--- config.mk ---
export PLATFORM = sky130hd
export DESIGN_NAME = sync_bank_filt
export DESIGN_NICKNAME = d
export VERILOG_FILES = /design/src/rtl/sync_bank_filt.sv
export SDC_FILE = /design/constraint.sdc
export NUM_CORES = 1
export LEC_CHECK = 0
export CAP_MARGIN = 20
export CORE_UTILIZATION = 41
export DETAILED_ROUTE_END_ITERATION = 16
export MAX_ROUTING_LAYER = met4
export PLACE_DENSITY_LB_ADDON = 0.08
export SLEW_MARGIN = 25
export SYNTH_ARGS = -nofsm -noshare
export SYNTH_HDL_FRONTEND = slang
export SYNTH_SLANG_ARGS = --single-unit
--- constraint.sdc ---
create_clock -name CLK_Dst -period 1.2 [get_ports CLK_Dst]
set_clock_uncertainty 0.05 [all_clocks]
set_input_delay 0.18 -clock CLK_Dst [delete_from_list [all_inputs] [get_ports CLK_Dst]]
set_output_delay 0.18 -clock CLK_Dst [all_outputs]
set_load 0.03 [all_outputs]
--- src/rtl/sync_bank_filt.sv ---
`default_nettype none
// ============================================================================
// sync_bank_filt : multi-channel N-flop level synchronizer with optional
//                  debounce filter and registered rise/fall/change/glitch pulses.
// Revision       : 1.0
// ============================================================================
module sync_bank_filt #(
    parameter int                      NUM_CHANNELS  = 4,
    parameter int                      NUM_STAGES    = 2,
    parameter int                      FILTER_CYCLES = 0,
    parameter logic [NUM_CHANNELS-1:0] RST_VAL       = {NUM_CHANNELS{1'b0}}
) (
    input  logic                    CLK_Dst,
    input  logic                    RST_S,
    input  logic [NUM_CHANNELS-1:0] ASYNC_S,
    output logic [NUM_CHANNELS-1:0] SYNC_S,
    output logic [NUM_CHANNELS-1:0] RISE_P,
    output logic [NUM_CHANNELS-1:0] FALL_P,
    output logic [NUM_CHANNELS-1:0] CHG_P,
    output logic [NUM_CHANNELS-1:0] GLITCH_P
);

    localparam int               CNT_W   = (FILTER_CYCLES > 0) ? $clog2(FILTER_CYCLES + 1) : 1;
    localparam logic [CNT_W-1:0] CNT_MAX = CNT_W'(FILTER_CYCLES);

    // chain[0] is the metastability-exposed capture flop; chain[NUM_STAGES-1] is safe to use.
    logic [NUM_STAGES-1:0][NUM_CHANNELS-1:0] chain;
    logic [NUM_CHANNELS-1:0]                 last;

    always_ff @(posedge CLK_Dst or negedge RST_S) begin
        if (!RST_S) begin
            chain <= {NUM_STAGES{RST_VAL}};
        end else begin
            chain <= {chain[NUM_STAGES-2:0], ASYNC_S};
        end
    end

    assign last = chain[NUM_STAGES-1];

    for (genvar i = 0; i < NUM_CHANNELS; i++) begin : g_ch
        logic [CNT_W-1:0] cnt;
        logic [CNT_W-1:0] cnt_nxt;
        logic             sync_q;
        logic             sync_nxt;
        logic             rise_q;
        logic             rise_nxt;
        logic             fall_q;
        logic             fall_nxt;
        logic             chg_q;
        logic             glitch_q;
        logic             glitch_nxt;

        always_comb begin
            cnt_nxt    = cnt;
            sync_nxt   = sync_q;
            rise_nxt   = 1'b0;
            fall_nxt   = 1'b0;
            glitch_nxt = 1'b0;
            if (last[i] == sync_q) begin
                // A non-zero count here means a pending change was abandoned.
                cnt_nxt    = '0;
                glitch_nxt = (FILTER_CYCLES != 0) && (cnt != '0);
            end else if (cnt == CNT_MAX) begin
                cnt_nxt  = '0;
                sync_nxt = last[i];
                rise_nxt = last[i];
                fall_nxt = ~last[i];
            end else begin
                cnt_nxt = cnt + 1'b1;
            end
        end

        always_ff @(posedge CLK_Dst or negedge RST_S) begin
            if (!RST_S) begin
                cnt      <= '0;
                sync_q   <= RST_VAL[i];
                rise_q   <= 1'b0;
                fall_q   <= 1'b0;
                chg_q    <= 1'b0;
                glitch_q <= 1'b0;
            end else begin
                cnt      <= cnt_nxt;
                sync_q   <= sync_nxt;
                rise_q   <= rise_nxt;
                fall_q   <= fall_nxt;
                chg_q    <= rise_nxt | fall_nxt;
                glitch_q <= glitch_nxt;
            end
        end

        assign SYNC_S[i]   = sync_q;
        assign RISE_P[i]   = rise_q;
        assign FALL_P[i]   = fall_q;
        assign CHG_P[i]    = chg_q;
        assign GLITCH_P[i] = glitch_q;
    end

endmodule
`default_nettype wire

; ---- Word level (Yosys, flattened, before mapping)
; Index checks and enable logic that the tools add are counted.
[op_classes]
reduce_logical = 4
n_eq_ne = 4
addsub = 4
mux = 24
n_bitwise = 16
[ops]
columns = op, count
row1 = $mux W1, 24
row2 = $not A1 Y1, 12
row3 = $reduce_and A2 Y1, 4
row4 = $add A1 B1 Y1 const B, 4
row5 = $eq A1 B1 Y1, 4
row6 = $or A1 B1 Y1, 4
[totals]
out_inout_bits = 20
in_bits = 6
reg_bits = 28
wordCells = 74

; ---- Depth between registers and ports, before layout
[depth]
word_depth = 4
depth_mapped = 3
ltp_nobuf = 3

; ---- Worst setup path after synthesis
; No wires, ideal clock.
[synth_timing]
path_type = register -> register
startpoint = reg chain, in the netlist last[0]
endpoint = reg g_ch[0].sync_q
period_less_slack_ps = 1156
path_slack_ps = 44
t_arrival_ps = 981
t_required_ps = 1025
setup_ps = 125
n_path_buf = 0
stages_incl_launch_ff = 4
path_cell_list = dfrtp_1 inv_1 ha_1 mux2_4
[synth_between]
elab_chain_cells = 3
[synth_rtl]
columns = element, line
row1 = "start, declared", 27  ; logic [NUM_STAGES-1:0][NUM_CHANNELS-1:0] chain;
row2 = "start signal, assigned", 32  ; chain <= {NUM_STAGES{RST_VAL}};
row3 = "start signal, assigned", 34  ; chain <= {chain[NUM_STAGES-2:0], ASYNC_S};
row4 = $eq A1 B1 Y1, 59  ; if (last[i] == sync_q) begin
row5 = $not A1 Y1 (no line), --
row6 = $reduce_and A2 Y1 (no line), --
row7 = "end signal, assigned", 76  ; sync_q <= RST_VAL[i];
row8 = "end signal, assigned", 83  ; sync_q <= sync_nxt;
row9 = "end, declared", 43  ; logic sync_q;
; Several ways; a longest one is shown, not always the timed one.
; A chain may end at the register's enable or synchronous reset.

; ---- Final worst setup path
[layout_timing]
startpoint = reg g_ch[2].sync_q
endpoint = out SYNC_S[2]
[layout_rtl]
columns = element, line
row1 = "start, declared", 43
row2 = "start signal, assigned", 76
row3 = "start signal, assigned", 83
row4 = "end, declared", 16  ; output logic [NUM_CHANNELS-1:0] SYNC_S,
; No word-level cell between the ends.

==> results.md <==
* Die Area at 2540 um2
* Final Critical Period at around 1.2 ns
* FFs w/ async S/R, synth at 1.00
* Fmax at ~830 MHz
* Reg2Reg Launch Point: last[1]
* Final worst slack at -0.00198 ns
* # setup viols final at 3
* Critical-path cell list: buf_6 > buf_6
* Placed cell areas at 1110 um2
* FF-to-FF End: g_ch[1].sync_q
* Yosys top cell area share at 0.626
* Count leader, synth: dfrtp_1
* Area Growth Syn to Fin at 25.8%
* GRT Overall Usage at 0.105
* Vias in the first global route at about 440
* EDFF count, synth at 0
* H-tree depth at 1
* HP Class: in2async
* DR DRC count at 0
* Initial antenna violation count at 0
* Starting density of the core at 0.434
* FF-to-FF setup slack at -0.002 ns
* Tcrit/Tclk final at 1.00
* Ys Warns at 0
* Yosys top cell by area: dfrtp_1
* Post-synthesis sequential area ratio at 0.626
* Worst r2r path cells at 3
* Clock Tree Buf Depth at 2
* Maximum vdd drop at 1.52 mV
* Total CTS buffers at 3
* RSZ-0062 raised after global routing: true
* Synth area leaders: dfrtp_1 (63%), buf_4 (16%), ha_1 (10%), mux2_4 (6.3%), inv_1 (4.7%)
* Cells after synthesis at 69
* Core area at ~2200 um2
* CTS tree: done
* Footprint of the multi-input gates at 175 um2
* Dominant synthesized flop cell: dfrtp_1
* Finished Layout Cells at between 100 and 150
* Wire per inst at between 8 and 9 um
* Standard-cell rows at 17
* Pwr Density at 2520 nW/um2
* DR iter-0 viols at 2
* Run status: finished, violations left
* FF+latch area at roughly 600 um2
* Nets at 106
* Layout cells sized above 1 at 0.418
* ANT nets after route at 0
* Synth cell types at 6
* Worst path max stage delay at ~0.42 ns
* Clk slew on worst S/H paths at 0.12 ns
* Dpl hpwl at 733 um
* Critical path endpoint category: output port
* Crit path launch: g_ch[2].sync_q
* Largest net degree at the start of global routing at 25
* # IOs at 26
* Max_cap viols at 0
* Max FO, Critical Path at 2
* Post-synthesis register bit count at 24
* Final Instance Area at between 1000 and 1500 um2
* Required arrival time at the worst endpoint at 0.97 ns
* Synth cell count leaders: dfrtp_1 (24), buf_4 (20), inv_1 (12)
* Global placement routability congestion at approximately 0.65
* Worst setup SP type: flop
* CTS Sinks at 24
* Vias after detailed routing at ~480
* Worst Path Arrival at a little under 1 ns
* Fillers at about 210
* Antenna Cells at 0
* DRT Wirelength at between 1000 and 1500 um
* Initial DRT Pass Iterations at 4
* Final Hold Viols at 0
* Worst path slowest cell: dfrtp_1
* Most common cell on crit path: buf_6
* Gr ovfl total at 0
* Post-Place Cells at 110
* Buffers on Ports at 21
* Mean Syn Cell Area at around 14 um2
* Vias/cell at 4.05
* First-pass GRT wire length at about 1800 um
* Mapped Area at approximately 960 um2
* Critical path type: reg2out
* Die span in x at between 50 and 60 um
* Max-slew violations at 0
* Worst setup path endpoint: SYNC_S[2]
* Failing checks: setup timing
* Worst skew pair latency at roughly 0.30 ns
* LEAKAGE at 0.663 nW
* CTS Root Buffer Type: clkbuf_4
* Die height at about 50 um
* Setup TNS at -0.00479 ns
==> metal layers <==
metal  track usage  routed length, um  vias up  part of all wire
met5             -                  0        -                 0
met4        0.0833                 32        0             0.030
met3        0.0364                 89        5             0.083
met2         0.156                505       20              0.47
met1         0.113                438      234              0.41
li1              -                  -      223                 -
==> sequential cells by signal, indices dropped and copies added (netlist names) <==
signal	cells
chain	4
g_ch.chg_q	4
g_ch.fall_q	4
g_ch.rise_q	4
g_ch.sync_q	4
last	4
==> worst min path at each step <==
stage	to	slack [ns]	cells past startpoint
2_1_floorplan	chain[0]	-0.17	0
3_3_place_gp	last[0]	0.28	0
3_5_place_dp	last[2]	0.29	0
4_1_cts	g_ch[2].fall_q	0.15	2
5_1_grt	g_ch[2].fall_q	0.15	2
6_report	g_ch[2].fall_q	0.16	2
==> through the flow <==
step           hold slack (ns)   util  power, mW  setup WS, ns
2_1_floorplan           -0.166      -       2.22        0.0443
3_3_place_gp             0.282  0.501       2.44        0.0178
3_5_place_dp             0.286  0.501       2.46        0.0167
4_1_cts                  0.151  0.545       3.08       -0.0185
5_1_grt                  0.150  0.546       3.22       -0.0523
6_report                 0.156  0.546       3.04      -0.00198
==> what timing repair did <==
item                       CTS  global route
setup endpoints to repair    6             9
gates resized for setup     11             2
hold buffers                 0             0
setup buffers                4             1
==> report_power, final <==
group	switching (mW)	internal, mW	total [mW]
Clock	0.224	0.185	0.409
Sequential	0.0902	1.03	1.12
Combinational	0.769	0.740	1.51
==> layout by cell type, fill, tap and decap left out, drive strengths merged <==
cell type,instances
conb,4
clkdlybuf4s50,5
clkbuf,4
mux2,4
dfrtp,24
ha,8
buf,30
inv,12
==> cells by family after synthesis <==
| family | Yosys count | share of synthesized area |
|---|---|---|
| flip-flops | 24 | 0.626 |
| other | 1 | 0.00391 |
| buffers and inverters | 32 | 0.203 |
| multiplexers | 4 | 0.0626 |
| adder cells (fa/ha/maj) | 8 | 0.104 |
==> final cells by class <==
class / instances / area share
multi-input combinational: 16 / 0.145
inverter: 12 / 0.0373
tap: 28 / 0.0290
timing repair buffer: 35 / 0.261
clock buffer: 4 / 0.0301
sequential: 24 / 0.497
==> critical path, delay by kind of cell, from the launching register on <==
| kind | cells | cell delay (ns) |
|---|---|---|
| DFF | 1 | 0.42 |
| buffers and inverters | 2 | 0.25 |
Power figures use the tool's default switching activity.
